File: src/rtl/reg_scoreboard.sv
// Register-producer scoreboard for a 5-stage pipeline. It ages each register write
// through EX/MEM/WB and answers ID-stage source queries combinationally.
module reg_scoreboard #(
    parameter int NREG = 16,
    parameter int LAT  = 3
) (
    input  logic       clk,
    input  logic       rst,
    input  logic       hold,
    input  logic       issue_valid,
    input  logic [3:0] issue_rd,
    input  logic       issue_is_load,
    input  logic       br,
    input  logic [3:0] id_rs,
    input  logic [3:0] id_rt,
    output logic       rs_busy,
    output logic       rt_busy,
    output logic [1:0] rs_stage,
    output logic [1:0] rt_stage,
    output logic       stall_ld,
    output logic       stall_br,
    output logic [4:0] pending_cnt
);

    // Age encoding doubles as the stage number: 3=EX, 2=MEM, 1=WB, 0=idle.
    localparam logic [1:0] AGE_ISSUE = 2'(LAT);
    localparam logic [1:0] AGE_EX    = 2'd3;
    localparam logic [1:0] AGE_MEM   = 2'd2;

    logic [1:0]      r_age [NREG];
    logic [NREG-1:0] r_ld;
    logic [4:0]      r_pending_cnt;

    logic [1:0]      w_age_nxt [NREG];
    logic [NREG-1:0] w_ld_nxt;
    logic [4:0]      w_pending_nxt;
    logic            w_issue;

    logic [1:0]      w_rs_age;
    logic [1:0]      w_rt_age;
    logic            w_rs_ld;
    logic            w_rt_ld;

    // Writes to r0 never create an entry.
    assign w_issue = issue_valid && (issue_rd != 4'd0);

    // NOTE: every signal assigned in an always_comb gets a value on every path
    // (here the decrement default comes first), so no latch can be inferred.
    always_comb begin
        for (int i = 0; i < NREG; i++) begin
            w_age_nxt[i] = (r_age[i] != 2'd0) ? (r_age[i] - 2'd1) : 2'd0;
            w_ld_nxt[i]  = r_ld[i] && (w_age_nxt[i] != 2'd0);
            // The newest producer overrides any older in-flight write of the same register.
            if (w_issue && (issue_rd == 4'(i))) begin
                w_age_nxt[i] = AGE_ISSUE;
                w_ld_nxt[i]  = issue_is_load;
            end
        end
        w_age_nxt[0] = 2'd0;
        w_ld_nxt[0]  = 1'b0;
    end

    // Count is taken on the next-state ages so pending_cnt lines up with r_age.
    always_comb begin
        w_pending_nxt = 5'd0;
        for (int i = 0; i < NREG; i++) begin
            w_pending_nxt = w_pending_nxt + {4'd0, (w_age_nxt[i] != 2'd0)};
        end
    end

    // NOTE: sequential state uses non-blocking assignments only, so every flop
    // samples pre-edge values regardless of process ordering.
    always_ff @(posedge clk) begin
        if (rst) begin
            // NOTE: the age/ld arrays are real tracking state, not data storage,
            // so every entry must be cleared on reset.
            for (int i = 0; i < NREG; i++) begin
                r_age[i] <= 2'd0;
            end
            r_ld          <= '0;
            r_pending_cnt <= 5'd0;
        end else if (!hold) begin
            for (int i = 0; i < NREG; i++) begin
                r_age[i] <= w_age_nxt[i];
            end
            r_ld          <= w_ld_nxt;
            r_pending_cnt <= w_pending_nxt;
        end
    end

    always_comb begin
        w_rs_age = (id_rs == 4'd0) ? 2'd0 : r_age[id_rs];
        w_rt_age = (id_rt == 4'd0) ? 2'd0 : r_age[id_rt];
        w_rs_ld  = (id_rs != 4'd0) && r_ld[id_rs];
        w_rt_ld  = (id_rt != 4'd0) && r_ld[id_rt];
    end

    assign rs_stage    = w_rs_age;
    assign rt_stage    = w_rt_age;
    assign rs_busy     = (w_rs_age != 2'd0);
    assign rt_busy     = (w_rt_age != 2'd0);
    // A load in EX cannot forward to ID in time; its consumer must wait one cycle.
    assign stall_ld    = ((w_rs_age == AGE_EX) && w_rs_ld) || ((w_rt_age == AGE_EX) && w_rt_ld);
    // WB producers are covered by register-file write-through, so only EX/MEM stall a branch.
    assign stall_br    = br && ((w_rs_age >= AGE_MEM) || (w_rt_age >= AGE_MEM));
    assign pending_cnt = r_pending_cnt;

endmodule

File: config.mk
export PLATFORM = sky130hd
export DESIGN_NAME = reg_scoreboard
export DESIGN_NICKNAME = d
export VERILOG_FILES = /design/src/rtl/reg_scoreboard.sv
export SDC_FILE = /design/constraint.sdc
export NUM_CORES = 1
export LEC_CHECK = 0
export BUFFER_PORTS_ARGS = -buffer_cell sky130_fd_sc_hd__buf_2
export CAP_MARGIN = 10
export CORE_ASPECT_RATIO = 1.25
export CORE_MARGIN = 5
export CORE_UTILIZATION = 45
export DETAILED_ROUTE_END_ITERATION = 12
export GPL_ROUTABILITY_DRIVEN = 0
export PLACE_DENSITY = 0.69
export SYNTH_ARGS = -nofsm -noshare
export SYNTH_HDL_FRONTEND = slang
export SYNTH_SLANG_ARGS = --single-unit
File: constraint.sdc
create_clock -name clk -period 15.8 [get_ports clk]
set_clock_uncertainty 0.1 [all_clocks]
set_input_delay 3.16 -clock clk [delete_from_list [all_inputs] [get_ports clk]]
set_output_delay 3.16 -clock clk [all_outputs]
set_load 0.02 [all_outputs]
==> impl_results.html, run 1 <==
<table>
<tr><th>Metric</th><th>Value</th></tr>
<tr><th colspan="2">Run status</th></tr>
<tr><td>Run status</td><td>complete, no violations</td></tr>
<tr><th colspan="2">Synth</th></tr>
<tr><td>Largest area contributor in the netlist</td><td>edfxtp_1</td></tr>
<tr><td>Yosys Warn Count</td><td>0</td></tr>
<tr><td>Number of unique standard cell types used by synthesis</td><td>43</td></tr>
<tr><td>Leading cell type by number of instances after synthesis</td><td>a21oi_1</td></tr>
<tr><td>Syn_nets</td><td>358</td></tr>
<tr><td>Synth Register Bits</td><td>49</td></tr>
<tr><td>Post-synthesis instance total</td><td>328</td></tr>
<tr><td>Cell area after synthesis</td><td>3371 um2</td></tr>
<tr><td>Main flop type after synthesis</td><td>edfxtp_1</td></tr>
<tr><td>Leading cell types by total area after synthesis</td><td>edfxtp_1 27%, dfxtp_1 11%, mux4_2 8.7%</td></tr>
<tr><td>Share of Yosys cell area claimed by the top area cell type</td><td>26.73%</td></tr>
<tr><td>Sequential fraction of the synthesis area</td><td>38.01%</td></tr>
<tr><td>Async set or reset register ratio after synthesis</td><td>0%</td></tr>
<tr><td>Number of synthesized flops with an enable pin</td><td>30</td></tr>
<tr><td>Top post-synthesis cells by count</td><td>40 x a21oi_1, 39 x nor2_1, 30 x edfxtp_1</td></tr>
<tr><td>Syn_area_per_cell</td><td>10.28 um2</td></tr>
<tr><th colspan="2">Route</th></tr>
<tr><td>Detailed Route WL</td><td>8055 um</td></tr>
<tr><td>Antenna-violating nets left</td><td>0</td></tr>
<tr><td>Number of DRC violations after detailed-routing iteration 0</td><td>225</td></tr>
<tr><td>Via count normalized by instance count</td><td>5.826</td></tr>
<tr><td>Overall via count from detail_route</td><td>2552</td></tr>
<tr><td>Detailed Routing Iterations Pass 1</td><td>4</td></tr>
<tr><td>DR DRC count</td><td>0</td></tr>
<tr><td>WL per Instance</td><td>18.39 um</td></tr>
<tr><th colspan="2">Power</th></tr>
<tr><td>Leak Pwr</td><td>1.452 nW</td></tr>
<tr><td>Power share of the clock group</td><td>26.5%</td></tr>
<tr><td>Power Dens Cells</td><td>90.31 nW/um2</td></tr>
<tr><td>VDD IR max</td><td>0.04440 mV</td></tr>
<tr><td>Sequential share of power</td><td>46.6%</td></tr>
<tr><td>Share of total power in combinational logic</td><td>26.9%</td></tr>
<tr><td>Total power draw</td><td>328.5 uW</td></tr>
<tr><td>Psw</td><td>99.42 uW</td></tr>
<tr><td>Cell-internal power</td><td>229.0 uW</td></tr>
<tr><td>Fraction of power spent switching nets</td><td>30.27%</td></tr>
<tr><th colspan="2">Setup path</th></tr>
<tr><td>Crit path largest cell delay</td><td>0.58 ns</td></tr>
<tr><td>CP Launch Type</td><td>input port</td></tr>
<tr><td>Type of the worst setup path</td><td>in -&gt; out</td></tr>
<tr><td>Worst reg-to-reg path cell count</td><td>13</td></tr>
<tr><td>Critical Path Start</td><td>id_rt[0]</td></tr>
<tr><td>Critical Path RT</td><td>12.54 ns</td></tr>
<tr><td>Slowest stage cell on the critical path</td><td>mux4_1</td></tr>
<tr><td>Launch point of the worst reg-to-reg path</td><td>r_age[8][1]</td></tr>
<tr><td>Setup slack of the most critical reg-to-reg path</td><td>11.52 ns</td></tr>
<tr><td>Endpoint of the worst register-to-register path</td><td>pending_cnt[1]</td></tr>
<tr><td>Critical path endpoint</td><td>stall_ld</td></tr>
<tr><td>Worst path cell trace</td><td>buf_2 &gt; mux4_1 &gt; mux4_2 &gt; and3_1 &gt; a31o_1 &gt; buf_2</td></tr>
<tr><td>Highest fanout seen on the critical path</td><td>12</td></tr>
<tr><td>WP data arrival</td><td>4.98 ns</td></tr>
<tr><td>Setup crit end kind</td><td>output pin</td></tr>
<tr><td>Dominant cell type by count on the critical path</td><td>buf_2</td></tr>
<tr><th colspan="2">GRT</th></tr>
<tr><td>Met2 track demand over resource in global routing</td><td>32.33%</td></tr>
<tr><td>Remaining global-route overflow</td><td>0</td></tr>
<tr><td>First-pass GRT wire length</td><td>13210 um</td></tr>
<tr><td>All-Layer GR Usage</td><td>18.23%</td></tr>
<tr><td>Most crowded layer after global routing</td><td>met2</td></tr>
<tr><td>Met3 track utilization from global routing</td><td>2.306%</td></tr>
<tr><td>Number of antenna violations at the first check in global routing</td><td>0</td></tr>
<tr><td>Maximum number of pins on one net before global-route repair</td><td>34</td></tr>
<tr><td>Number of global-route vias before repair</td><td>2492</td></tr>
<tr><td>Met1 usage in global routing</td><td>22.55%</td></tr>
<tr><th colspan="2">Floorplanning</th></tr>
<tr><td>Die width</td><td>87.41 um</td></tr>
<tr><td>Cell Rows</td><td>35</td></tr>
<tr><td>Overall die height</td><td>106.8 um</td></tr>
<tr><td>Initial Util</td><td>45.82%</td></tr>
<tr><td>Area of the die</td><td>9332 um2</td></tr>
<tr><td>Core area</td><td>7357 um2</td></tr>
<tr><td>Ports</td><td>31</td></tr>
<tr><th colspan="2">Placement</th></tr>
<tr><td>Number of placed cells counting well taps</td><td>431</td></tr>
<tr><td>Placement-stage worst setup slack</td><td>7.558 ns</td></tr>
<tr><td>Area of placed instances</td><td>3533 um2</td></tr>
<tr><td>Post-detail-place hpwl</td><td>6106 um</td></tr>
<tr><td>Total of buffers placed on input and output ports</td><td>29</td></tr>
<tr><th colspan="2">Clocking</th></tr>
<tr><td>Worst skew pair latency</td><td>0.30 ns</td></tr>
<tr><td>CTS root buffer</td><td>clkbuf_8</td></tr>
<tr><td>Post-CTS Repair Setup Buffers</td><td>0</td></tr>
<tr><td>Number of buffers created by CTS</td><td>5</td></tr>
<tr><td>Clock sink total</td><td>49</td></tr>
<tr><td>Max H-tree Level</td><td>2</td></tr>
<tr><td>CTS tree</td><td>done</td></tr>
<tr><td>Clock-pin transition on the worst setup and hold timing paths</td><td>0.09 ns</td></tr>
<tr><td>Number of buffers added to fix hold violations after cts</td><td>0</td></tr>
<tr><td>Count of cells resized by post-cts repair</td><td>0</td></tr>
<tr><td>Clock Tree Buf Depth</td><td>2</td></tr>
<tr><th colspan="2">Layout</th></tr>
<tr><td>Post-layout nets</td><td>376</td></tr>
<tr><td>Number of antenna diodes</td><td>0</td></tr>
<tr><td>Final design instance area without fill</td><td>3637 um2</td></tr>
<tr><td>Post-route insts no fill</td><td>438</td></tr>
<tr><td>Layout Utilization</td><td>49.44%</td></tr>
<tr><td>Fraction of layout instances using a drive strength above 1</td><td>19.65%</td></tr>
<tr><td>Area delta synth-&gt;final</td><td>7.906%</td></tr>
<tr><th colspan="2">Min path</th></tr>
<tr><td>Hold/Removal Path Class</td><td>reg -&gt; reg</td></tr>
<tr><th colspan="2">STA</th></tr>
<tr><td>Slack of the critical path</td><td>7.560 ns</td></tr>
<tr><td>Worst rel slew slack</td><td>25.79%</td></tr>
<tr><td>Final TNS setup</td><td>0 ns</td></tr>
<tr><td>Final period util</td><td>52.15%</td></tr>
<tr><td>Actual transition at the worst max-transition pin</td><td>1.111 ns</td></tr>
<tr><td>Unrepaired setup endpoints after global routing</td><td>false</td></tr>
<tr><td>Highest clock rate</td><td>121.4 MHz</td></tr>
<tr><td>Finish-stage setup viols</td><td>0</td></tr>
<tr><td>Max-slew violation count</td><td>0</td></tr>
<tr><td>Final Hold Violating Endpoints</td><td>0</td></tr>
<tr><td>Clock period minus worst slack</td><td>8.240 ns</td></tr>
<tr><td>Worst hold slack across all endpoints</td><td>0.3904 ns</td></tr>
<tr><th colspan="2">Job</th></tr>
<tr><td>Max-cap check violation count</td><td>0</td></tr>
</table>
[cell usage in the layout, fill, tap and decap left out, types with 6 or more instances in the layout]
cell type	instances
buf_2	29
mux2_2	6
mux2i_1	6
a22oi_1	8
inv_1	13
nand2b_1	26
fa_1	10
nand2_1	28
nor2b_1	10
dfxtp_1	19
nor2_1	39
a21o_1	15
a21oi_1	40
edfxtp_1	30
or2_2	6
mux4_2	13
[kinds of logic (layout without fill, tap and decap cells)]
group           Yosys count  in the layout  share of synthesized area (%)
compound gates           77             77                          14.33
xor+xnor                  1              1                         0.2599
fa+ha+maj                12             12                          6.681
buf+inv                  32             50                          4.565
flops                    49             49                          38.01
mux                      32             32                          17.85
other cells               1              1                         0.1113
simple gates            124            124                          18.19
[power by group through the flow]
stage / sequential [mW] / combinational [mW] / clock, mW
3_3_place_gp: 0.156 / 0.0879 / 0
3_5_place_dp: 0.156 / 0.0893 / 0
6_report: 0.153 / 0.0882 / 0.0871
4_1_cts: 0.153 / 0.0898 / 0.0892
5_1_grt: 0.154 / 0.0987 / 0.0945
2_1_floorplan: 0.157 / 0.0654 / 0
[cell type report]
type,instances,area (um2)
flip-flops and latches,49,1281
multi-input cells,247,1936
fillers,689,3720
clock inverters,2,35.03
inverters,13,48.80
clock buffers,5,68.82
repair buffers,30,152.6
well taps,92,115.1
[worst min path at each step]
stage / start / to / slack, ns / depth (start not counted)
after global placement: pending_cnt[2] / pending_cnt[2] / 0.37 / 2
after global routing: pending_cnt[1] / pending_cnt[1] / 0.43 / 2
after detailed placement: pending_cnt[1] / pending_cnt[1] / 0.37 / 2
after CTS: pending_cnt[1] / pending_cnt[1] / 0.39 / 2
final: pending_cnt[1] / pending_cnt[1] / 0.39 / 2
after floorplan: r_ld[7] / r_ld[7] / 0.35 / 2
[critical path: cells and delay by family]
family	cells	cell delay (ns)
buffers and inverters	2	0.42
AO/OA/AOI/OAI	1	0.17
multiplexers	2	1.03
AND/OR/NAND/NOR	1	0.19
[metal layers]
| metal | share of wire, % | wire, um |
|---|---|---|
| met3 | 5.0 | 406 |
| met5 | 0 | 0 |
| met1 | 40 | 3216 |
| met2 | 53 | 4229 |
| met4 | 2.5 | 202 |
[state kept, by name, summed over array words and instances, names as in the netlist]
name / flops
r_age: 30
r_ld: 15
pending_cnt: 4
Power figures use the tool's default switching activity.
==> run 2: changes to the inputs <==
- ABC_AREA: default -> 1
- clock period: 15.8 -> 8.25 ns (I/O delays scaled with it)
==> run 2 against run 1 <==
Against the previous run:
- wire length is 13% higher
- largest cell class unchanged
- total power rose by 84%
- non-clock buffer count is 1 lower
- design area grew 2.6%
- largest power group unchanged
- setup slack worse by 4.9 ns
- hold slack got worse by 0.023 ns
- via count grew 30%
- critical endpoint is now pending_cnt[1]
==> impl_results.html, run 2 <==
<table>
<tr><th>Metric</th><th>Value</th></tr>
<tr><th colspan="2">Floorplanning</th></tr>
<tr><td>Area of the die</td><td>9716 um2 (+4.1%)</td></tr>
<tr><td>Overall die height</td><td>109.0 um (+2.1%)</td></tr>
<tr><td>Die width</td><td>89.17 um (+2.0%)</td></tr>
<tr><td>Initial Util</td><td>45.78% (about the same)</td></tr>
<tr><td>Ports</td><td>31 (unchanged)</td></tr>
<tr><td>Core area</td><td>7702 um2 (+4.7%)</td></tr>
<tr><td>Cell Rows</td><td>36 (+2.9%)</td></tr>
<tr><th colspan="2">Synth</th></tr>
<tr><td>Syn_nets</td><td>525 (+47%)</td></tr>
<tr><td>Leading cell types by total area after synthesis</td><td>edfxtp_1 26%, nand2_1 17%, dfxtp_1 11%</td></tr>
<tr><td>Cell area after synthesis</td><td>3526 um2 (+4.6%)</td></tr>
<tr><td>Synth Register Bits</td><td>49 (unchanged)</td></tr>
<tr><td>Number of unique standard cell types used by synthesis</td><td>33 (-23%)</td></tr>
<tr><td>Largest area contributor in the netlist</td><td>edfxtp_1</td></tr>
<tr><td>Number of synthesized flops with an enable pin</td><td>30 (unchanged)</td></tr>
<tr><td>Leading cell type by number of instances after synthesis</td><td>nand2_1</td></tr>
<tr><td>Syn_area_per_cell</td><td>7.123 um2 (-31%)</td></tr>
<tr><td>Main flop type after synthesis</td><td>edfxtp_1</td></tr>
<tr><td>Top post-synthesis cells by count</td><td>158 x nand2_1, 72 x inv_1, 70 x nand3_1</td></tr>
<tr><td>Share of Yosys cell area claimed by the top area cell type</td><td>25.55% (-1.2 points)</td></tr>
<tr><td>Yosys Warn Count</td><td>0 (unchanged)</td></tr>
<tr><td>Post-synthesis instance total</td><td>495 (+51%)</td></tr>
<tr><td>Sequential fraction of the synthesis area</td><td>36.34% (-1.7 points)</td></tr>
<tr><td>Async set or reset register ratio after synthesis</td><td>0% (unchanged)</td></tr>
<tr><th colspan="2">STA</th></tr>
<tr><td>Worst rel slew slack</td><td>37.46% (+12 points)</td></tr>
<tr><td>Highest clock rate</td><td>179.7 MHz</td></tr>
<tr><td>Final period util</td><td>67.46%</td></tr>
<tr><td>Max-slew violation count</td><td>0 (unchanged)</td></tr>
<tr><td>Final TNS setup</td><td>0 ns (unchanged)</td></tr>
<tr><td>Clock period minus worst slack</td><td>5.566 ns</td></tr>
<tr><td>Unrepaired setup endpoints after global routing</td><td>false</td></tr>
<tr><td>Finish-stage setup viols</td><td>0 (unchanged)</td></tr>
<tr><td>Final Hold Violating Endpoints</td><td>0 (unchanged)</td></tr>
<tr><td>Actual transition at the worst max-transition pin</td><td>0.9346 ns (-0.1763 ns)</td></tr>
<tr><th colspan="2">Power</th></tr>
<tr><td>Leak Pwr</td><td>1.722 nW (+19%)</td></tr>
<tr><td>Power Dens Cells</td><td>162.3 nW/um2 (+80%)</td></tr>
<tr><td>VDD IR max</td><td>0.1019 mV (+130%)</td></tr>
<tr><th colspan="2">Route</th></tr>
<tr><td>Antenna-violating nets left</td><td>0 (unchanged)</td></tr>
<tr><td>Via count normalized by instance count</td><td>5.453 (-6.4%)</td></tr>
<tr><td>WL per Instance</td><td>15.00 um (-18%)</td></tr>
<tr><td>Detailed Routing Iterations Pass 1</td><td>5 (+1)</td></tr>
<tr><td>Overall via count from detail_route</td><td>3310 (+30%)</td></tr>
<tr><td>Number of DRC violations after detailed-routing iteration 0</td><td>182 (-19%)</td></tr>
<tr><td>Detailed Route WL</td><td>9108 um (+13%)</td></tr>
<tr><td>DR DRC count</td><td>0 (unchanged)</td></tr>
<tr><th colspan="2">GRT</th></tr>
<tr><td>Number of global-route vias before repair</td><td>3061 (+23%)</td></tr>
<tr><td>Number of antenna violations at the first check in global routing</td><td>0 (unchanged)</td></tr>
<tr><td>First-pass GRT wire length</td><td>15050 um (+14%)</td></tr>
<tr><td>All-Layer GR Usage</td><td>20.01% (+1.8 points)</td></tr>
<tr><td>Maximum number of pins on one net before global-route repair</td><td>39 (+15%)</td></tr>
<tr><td>Remaining global-route overflow</td><td>0 (unchanged)</td></tr>
<tr><th colspan="2">Layout</th></tr>
<tr><td>Flip-flop count of the largest register, all copies and words added</td><td>30 (unchanged)</td></tr>
<tr><td>Largest reg by FF count</td><td>r_age</td></tr>
<tr><td>Number of antenna diodes</td><td>0 (unchanged)</td></tr>
<tr><td>Final design instance area without fill</td><td>3734 um2 (+2.6%)</td></tr>
<tr><td>Number of fill cells</td><td>773 (+12%)</td></tr>
<tr><td>Fraction of layout instances using a drive strength above 1</td><td>10.35% (-9.3 points)</td></tr>
<tr><td>Post-layout nets</td><td>541 (+44%)</td></tr>
<tr><td>Area delta synth-&gt;final</td><td>5.891%</td></tr>
<tr><td>Commonest cells after routing, fill and taps aside</td><td>158 x nand2_1, 72 x inv_1, 70 x nand3_1</td></tr>
<tr><td>Most common cell after layout, fill and taps aside</td><td>nand2_1</td></tr>
<tr><th colspan="2">Placement</th></tr>
<tr><td>Area of placed instances</td><td>3647 um2 (+3.2%)</td></tr>
<tr><td>Total of buffers placed on input and output ports</td><td>29 (unchanged)</td></tr>
<tr><td>Post-detail-place hpwl</td><td>6995 um (+15%)</td></tr>
<tr><th colspan="2">Job</th></tr>
<tr><td>Max-cap check violation count</td><td>0 (unchanged)</td></tr>
<tr><th colspan="2">Clocking</th></tr>
<tr><td>Post-CTS Repair Setup Buffers</td><td>0 (unchanged)</td></tr>
<tr><td>Number of buffers added to fix hold violations after cts</td><td>0 (unchanged)</td></tr>
<tr><td>Worst skew pair latency</td><td>0.31 ns (about the same)</td></tr>
<tr><td>CTS tree</td><td>done</td></tr>
<tr><td>Number of buffers created by CTS</td><td>5 (unchanged)</td></tr>
<tr><td>Count of cells resized by post-cts repair</td><td>0 (unchanged)</td></tr>
<tr><td>CTS root buffer</td><td>clkbuf_8</td></tr>
<tr><td>Max H-tree Level</td><td>2 (unchanged)</td></tr>
<tr><td>Clock sink total</td><td>49 (unchanged)</td></tr>
<tr><td>Clock-pin transition on the worst setup and hold timing paths</td><td>0.09 ns (about the same)</td></tr>
<tr><td>Clock Tree Buf Depth</td><td>2 (unchanged)</td></tr>
<tr><th colspan="2">Setup path</th></tr>
<tr><td>Setup crit end kind</td><td>flop</td></tr>
<tr><td>CP Launch Type</td><td>input port</td></tr>
<tr><td>Highest fanout seen on the critical path</td><td>5 (-7)</td></tr>
<tr><td>WP data arrival</td><td>5.69 ns (+0.71 ns)</td></tr>
<tr><td>Type of the worst setup path</td><td>in -&gt; reg</td></tr>
<tr><td>Critical Path RT</td><td>8.37 ns (-4.17 ns)</td></tr>
<tr><th colspan="2">Run status</th></tr>
<tr><td>Run status</td><td>complete, no violations</td></tr>
<tr><th colspan="2">Min path</th></tr>
<tr><td>Hold/Removal Path Class</td><td>reg -&gt; reg</td></tr>
</table>
## run 2: changes by cell type after synthesis, moves of 13 or more
cell,before,now
a21o_1,15,1
a21oi_1,40,25
inv_1,13,72
mux4_2,13,0
nand2_1,28,158
nand2b_1,26,0
nand3_1,4,70
nor2_1,39,13
o21ai_0,2,18
## run 2: layout make-up
cell class / count / area (um2) / share of cell area, %
clock buffers: 5 / 68.82 / 1.843
clock inverters: 3 / 17.52 / 0.4692
inverters: 78 / 295.3 / 7.909
multi-input cells: 348 / 1807 / 48.39
flip-flops and latches: 49 / 1281 / 34.32
well taps: 95 / 118.9 / 3.184
repair buffers: 29 / 145.1 / 3.887
## run 2: kinds of logic after synthesis
logic type               after synthesis  share of synthesized area, %
flip-flops                            49                         36.34
buffers and inverters                 98                         12.42
AND/OR/NAND/NOR                      254                         31.19
adder cells (fa/ha/maj)               12                         6.387
other                                  1                        0.1064
AO/OA/AOI/OAI                         81                         13.56
## run 2: worst max-delay path, stage by stage
cell,delay (ns)
buf_2,0.11
inv_1,0.05
nor2_2,0.18
nand3_1,0.19
inv_1,0.09
nor2_1,0.07
fa_1,0.53
inv_1,0.05
fa_1,0.51
fa_1,0.55
inv_1,0.05
fa_1,0.52
inv_1,0.05
fa_1,0.43
inv_1,0.08
fa_1,0.40
o21ai_0,0.16
## run 2: metal layers
metal / vias to the layer above / global-route usage (%) / wire length (um)
li1: 1655 / - / -
met1: 1514 / 27.70 / 3995
met2: 124 / 31.35 / 4199
met3: 17 / 3.099 / 687
met4: 0 / 7.553 / 225
met5: - / 0 / 0
## run 2: final timing paths
path	from	endpoint	slack [ns]	depth (start not counted)
max	issue_rd[0]	pending_cnt[1]	2.68	17
min	pending_cnt[3]	pending_cnt[3]	0.37	2
max reg2reg	r_age[4][1]	pending_cnt[1]	4.13	12
min reg2reg	pending_cnt[3]	pending_cnt[3]	0.37	2
## run 2: report_power, final
group          switching (mW)  internal, mW  leakage (nW)  total (mW)
clock                  0.0818        0.0587        0.0439       0.140
combinational           0.118        0.0616          1.19       0.180
sequential            0.00943         0.276         0.487       0.285
## run 2: stage by stage
step	hold WS, ns	worst slack, ns	std cells	total power, mW	utilization, %
global route	0.3989	2.438	607	0.6454	48.47
global placement	0.3340	2.423	599	0.4678	47.35
floorplan	0.3343	2.731	495	0.4248	-
finish	0.3676	2.684	607	0.6058	48.47
CTS	0.3730	2.659	607	0.6119	48.47
detailed placement	0.3511	2.349	599	0.4717	47.35
